==> src/rtl/apple_spawner_multi.sv <==
// Multi-apple spawner: keeps N_APPLES positions on the grid and respawns each eaten apple at a random
// free cell, rejecting off-grid, apple-occupied and body-occupied candidates (body scanned serially).
module apple_spawner_multi #(
  parameter  int COORD_W   = 4,
  parameter  int GRID_X    = 16,
  parameter  int GRID_Y    = 16,
  parameter  int MAX_LEN   = 50,
  parameter  int N_APPLES  = 2,
  parameter  int MAX_TRIES = 8,
  localparam int EW        = 2 * COORD_W,
  localparam int LEN_W     = $clog2(MAX_LEN + 1),
  localparam int SLOT_W    = (N_APPLES > 1) ? $clog2(N_APPLES) : 1,
  localparam int TRY_W     = $clog2(MAX_TRIES + 1)
) (
  input  logic                     clk,
  input  logic                     reset,
  input  logic                     s_reset,
  input  logic [COORD_W-1:0]       x,
  input  logic [COORD_W-1:0]       y,
  input  logic [COORD_W-1:0]       randX,
  input  logic [COORD_W-1:0]       randY,
  input  logic                     goodColl,
  input  logic [SLOT_W-1:0]        eat_idx,
  input  logic [MAX_LEN*EW-1:0]    body,
  input  logic [LEN_W-1:0]         body_len,
  output logic                     apple,
  output logic [N_APPLES-1:0]      apple_valid,
  output logic [N_APPLES*EW-1:0]   apple_pos,
  output logic                     busy,
  output logic                     stuck
);

  typedef enum logic [1:0] {IDLE, SAMPLE, SCAN, COMMIT} state_t;

  state_t              state;
  logic [N_APPLES-1:0] pending;
  logic [SLOT_W-1:0]   slot;
  logic [SLOT_W-1:0]   next_slot;
  logic [EW-1:0]       cand;
  logic [EW-1:0]       cand_live;
  logic [EW-1:0]       body_entry;
  logic [LEN_W-1:0]    lc;
  logic [LEN_W-1:0]    idx;
  logic [TRY_W-1:0]    tries;
  logic                off_grid;
  logic                clash;
  logic                eat_ok;

  function automatic logic [TRY_W-1:0] tries_sat_inc(input logic [TRY_W-1:0] t);
    if (int'(t) >= MAX_TRIES) return t;
    return t + 1'b1;
  endfunction

  assign cand_live = {randX, randY};
  assign off_grid  = (int'(randX) >= GRID_X) || (int'(randY) >= GRID_Y);
  assign eat_ok    = goodColl && (int'(eat_idx) < N_APPLES) && apple_valid[eat_idx];
  assign busy      = (state != IDLE);
  assign stuck     = (int'(tries) >= MAX_TRIES);

  always_comb begin
    next_slot = '0;
    for (int i = N_APPLES - 1; i >= 0; i--)
      if (pending[i]) next_slot = SLOT_W'(i);
  end

  // The slot being spawned is excluded: its stale position must not block itself.
  always_comb begin
    clash = 1'b0;
    for (int j = 0; j < N_APPLES; j++)
      if (apple_valid[j] && (SLOT_W'(j) != slot) && (apple_pos[j*EW +: EW] == cand_live))
        clash = 1'b1;
  end

  always_comb begin
    body_entry = '0;
    for (int i = 0; i < MAX_LEN; i++)
      if (idx == LEN_W'(i)) body_entry = body[i*EW +: EW];
  end

  always_comb begin
    apple = 1'b0;
    for (int j = 0; j < N_APPLES; j++)
      if (apple_valid[j] && (apple_pos[j*EW +: EW] == {x, y})) apple = 1'b1;
  end

  always_ff @(posedge clk or posedge reset) begin
    if (reset) begin
      state       <= IDLE;
      pending     <= '1;
      slot        <= '0;
      cand        <= '0;
      lc          <= '0;
      idx         <= '0;
      tries       <= '0;
      apple_valid <= '0;
      apple_pos   <= '0;
    end else if (s_reset) begin
      state       <= IDLE;
      pending     <= '1;
      slot        <= '0;
      cand        <= '0;
      lc          <= '0;
      idx         <= '0;
      tries       <= '0;
      apple_valid <= '0;
      apple_pos   <= '0;
    end else begin
      // An eaten apple is always a valid one, so it never aliases the slot being committed.
      if (eat_ok) begin
        apple_valid[eat_idx] <= 1'b0;
        pending[eat_idx]     <= 1'b1;
      end
      case (state)
        IDLE: begin
          if (|pending) begin
            slot  <= next_slot;
            state <= SAMPLE;
          end
        end
        SAMPLE: begin
          cand <= cand_live;
          lc   <= body_len;
          if (off_grid || clash) begin
            tries <= tries_sat_inc(tries);
          end else if (body_len == '0) begin
            state <= COMMIT;
          end else begin
            idx   <= '0;
            state <= SCAN;
          end
        end
        SCAN: begin
          if (body_entry == cand) begin
            tries <= tries_sat_inc(tries);
            state <= SAMPLE;
          end else if (idx == lc - 1'b1) begin
            state <= COMMIT;
          end else begin
            idx <= idx + 1'b1;
          end
        end
        COMMIT: begin
          apple_pos[slot*EW +: EW] <= cand;
          apple_valid[slot]        <= 1'b1;
          pending[slot]            <= 1'b0;
          tries                    <= '0;
          state                    <= IDLE;
        end
        default: state <= IDLE;
      endcase
    end
  end

endmodule

==> config.mk <==
export PLATFORM = sky130hd
export DESIGN_NAME = apple_spawner_multi
export DESIGN_NICKNAME = d
export VERILOG_FILES = /design/src/rtl/apple_spawner_multi.sv
export SDC_FILE = /design/constraint.sdc
export NUM_CORES = 1
export LEC_CHECK = 0
export ABC_AREA = 0
export CAP_MARGIN = 20
export CORE_AREA = 2 2 176 178
export CTS_CLUSTER_DIAMETER = 30
export DETAILED_ROUTE_END_ITERATION = 8
export DIE_AREA = 0 0 178 180
export GPL_TIMING_DRIVEN = 0
export PLACE_DENSITY = 0.56
export REMOVE_ABC_BUFFERS = 1
export SKIP_CTS_REPAIR_TIMING = 1
export SKIP_LAST_GASP = 1
export SYNTH_ARGS = -nofsm -noshare
export SYNTH_HDL_FRONTEND = slang
export SYNTH_SLANG_ARGS = --single-unit
export TNS_END_PERCENT = 5
==> constraint.sdc <==
create_clock -name clk -period 6.55 [get_ports clk]
set_input_delay 0.9825 -clock clk [delete_from_list [all_inputs] [get_ports clk]]
set_output_delay 0.9825 -clock clk [all_outputs]
set_load 0.01 [all_outputs]
==> results_dict.tcl <==
set metrics [dict create \
    slew_violations 0 \
    portBuffers 447 \
    ys_ff_latch 47 \
    async_reset_ff_share_pct 100 \
    wl_per_cell_um 28.9 \
    critPathRequiredTime_ns 6.73 \
    cpMaxStageDelayCell "nand2b_1" \
    cp-start-kind "flop" \
    htreeDepth 2 \
    grt_pass1_vias 11653 \
    setup_viol 0 \
    syn-instance-count 1183 \
    vias_per_cell 6.10 \
    dp_hpwl_mm 44.7 \
    first_pass_iters 5 \
    syn-cell-area_sq_um 8170 \
    critPathCaptureType "flop" \
    drcViolationCount 0 \
    cp.arrival_ns 6.33 \
    pin_count 448 \
    final_cells 1959 \
    worstRegToRegCells 14 \
    cp.depth 14 \
    core_area_sq_um 30200 \
    clockRootBuffer "clkbuf_16" \
    status "finished, final reports clean" \
    nFillCells 3140 \
    ys_warn_count 0 \
    ys.flop_type "dfrtp_1" \
    crit_type "flop to flop" \
    clock_latency_ns 0.29 \
    place.gp.congestion 0.966 \
    antenna_left 0 \
    dp_cells 1938 \
    period_minus_slack_ns 6.15 \
    regToRegSetupSlack_ns 0.40 \
    grt_start_max_net_pins 72 \
    gr-total-overflow 0 \
    synth_cell_types 94 \
    min_path_type "flop to flop" \
    grt_pass1_wl_mm 80.2 \
    start_util_pct 27.1 \
    drive_above_1_share_pct 4.51 \
    clock_path_buffers 2 \
    finalClockSkew_ns 0.00661 \
    tritoncts "done" \
    synth_area_per_cell_sq_um 6.91 \
    totalWireLength_mm 56.7 \
    tightest_slew_ns 1.19 \
    critPathBufInv 2 \
    p_leak_nw 4.61 \
    max_slew_margin_pct 20.6 \
    utilization_pct 43.5 \
    vias 11953 \
    cap_violations 0 \
    drt_iter0_drc 1454 \
    hold_depth 2 \
    crit_family "compound AO/OA/AOI/OAI gates" \
    cts_sinks 47 \
    cp_slowest_stage_delay_ns 0.71 \
    finalHoldViolCount 0 \
    yosysSeqAreaShare_pct 14.4 \
    power.density_nw_per_um2 97.4 \
    rows 64 \
    finalCritPeriodShare_pct 93.9 \
    nets 1986 \
    die_h_um 180 \
    area_delta_synth_final_pct 60.6 \
    synth_edf_count 0 \
    total_power_mw 1.28 \
    path_clk_slew_ns 0.07 \
    die_w_um 178 \
    rsz0062_at_grt "false" \
    grt_use_total_pct 33.5 \
    fmax_mhz 163 \
    worstPathCellList "inv_1 > ha_2 > buf_16 > nand2b_1 > o221ai_1 > a211o_1 > a221o_1 > a2111o_1 > a211oi_1 > mux2_2 > or4b_4 > nor4_4 > a31oi_2 > mux2i_1" \
    cts_inserted_buffers 5 \
    grt_antenna_before_repair 10 \
    critPathMaxFanout 29 \
    die_area_sq_um 32000 \
    ir_worst_vdd_v 0.0000907 \
]
## placed cells by master, fill, tap and decap left out, drive strengths merged, types with 11 or more instances in the layout
cell type      Yosys  routed
clkdlybuf4s50      0     446
nand2            165     165
a21oi            110     110
nor2              83      83
o21ai             58      58
dfrtp             45      45
nand3             39      39
o22ai             36      36
nor3              36      36
inv               30      31
xor2              29      29
a221oi            23      23
nand2b            20      20
o221ai            18      18
nor4              17      17
nand3b            16      16
xnor2             16      16
a22oi             15      15
and3              14      14
a211oi            14      14
o211ai            14      14
nor2b             14      14
a31oi             14      14
buf               49      14
a221o             13      13
o32ai             11      11
or3               11      11
a32oi             11      11
## where the power goes
group	internal [mW]	switching [mW]	total [mW]
Sequential	0.301	0.0340	0.335
Combinational	0.362	0.321	0.683
Clock	0.143	0.116	0.259
Total	0.807	0.471	1.28
## final cells by class
| type | count | area [sq um] | share of cell area (%) |
|---|---|---|---|
| Antenna cell | 10 | 25.0 | 0.191 |
| Clock buffer | 6 | 129 | 0.982 |
| Clock inverter | 2 | 16.3 | 0.124 |
| Inverter | 30 | 113 | 0.858 |
| Multi-Input combinational cell | 1007 | 6470 | 49.3 |
| Sequential cell | 47 | 1180 | 9.02 |
| Tap cell | 396 | 495 | 3.78 |
| Timing Repair Buffer | 461 | 4690 | 35.8 |
## worst min-delay path, cell delays in order, from the launching register on
cell and delay (ns):
dfrtp_1 0.40, nand2_1 0.07, a21oi_1 0.05
## metal layers
metal / track usage [%] / share of wire (%)
met1: 43.8 / 40
met2: 54.9 / 46
met3: 5.88 / 9.2
met4: 12.5 / 4.1
met5: 0 / 0
## flip-flops by register name, indices dropped and copies added (netlist names)
| register | flops |
|---|---|
| idx | 6 |
| pending | 2 |
| tries | 4 |
| state | 2 |
| apple_pos | 16 |
| apple_valid | 2 |
| cand | 8 |
| lc | 6 |
| slot | 1 |
## cell usage after synthesis (all sizes together), types with 7 or more instances
cell	instances	area (sq um)
nand2	165	619
a21oi	110	551
nor2	83	312
o21ai	58	290
clkbuf	50	188
buf	49	275
dfrtp	45	1130
nand3	39	195
nor3	36	180
o22ai	36	225
inv	30	113
xor2	29	254
a221oi	23	201
nand2b	20	125
o221ai	18	158
nor4	17	121
nand3b	16	120
xnor2	16	140
a22oi	15	113
a211oi	14	105
a31oi	14	93.8
and3	14	87.6
nor2b	14	87.6
o211ai	14	105
a221o	13	130
a32oi	11	96.3
o32ai	11	96.3
or3	11	68.8
mux2i	10	100
a211o	9	78.8
o2111ai	9	85.1
o311ai	9	78.8
o32a	9	90.1
nor3b	8	60.1
or2	8	50.1
ha	7	87.6
nand4	7	43.8
o31ai	7	52.6
## worst paths after layout
kind	startpoint	endpoint
hold / removal	lc[4]$_DFFE_PP0P_	lc[4]$_DFFE_PP0P_
min in group asynchronous	reset	lc[2]$_DFFE_PP0P_
setup / recovery	idx[0]$_DFFE_PP0P_	tries[0]$_DFFE_PP0P_
setup reg to reg	idx[0]$_DFFE_PP0P_	tries[0]$_DFFE_PP0P_
max in group asynchronous	reset	apple_pos[12]$_DFFE_PP0P_
hold reg to reg	lc[4]$_DFFE_PP0P_	lc[4]$_DFFE_PP0P_
## per-stage QoR
step / TNS (ns) / instance area, sq um / hold slack (ns) / setup WS, ns
2_1_floorplan: 0 / 7710 / 0.510 / 1.01
3_3_place_gp: -22.72 / 12700 / 0.539 / -2.01
3_5_place_dp: 0 / 12900 / 0.545 / 0.572
4_1_cts: 0 / 13100 / 0.561 / 0.548
5_1_grt: 0 / 13100 / 0.577 / 0.291
6_report: 0 / 13100 / 0.560 / 0.396
## cells by family (layout without fill, tap and decap cells)
kind of cell,count (synthesis),after routing,share of synthesized area (%)
buffers and inverters,129,499,7.04
other,0,10,0
adder cells (fa/ha/maj),7,7,1.07
AO/OA/AOI/OAI,457,457,39.8
AND/OR/NAND/NOR,486,486,31.3
flip-flops,47,47,14.4
multiplexers,12,12,1.50
XOR/XNOR,45,45,4.82
(Power assumes the default switching activity.)
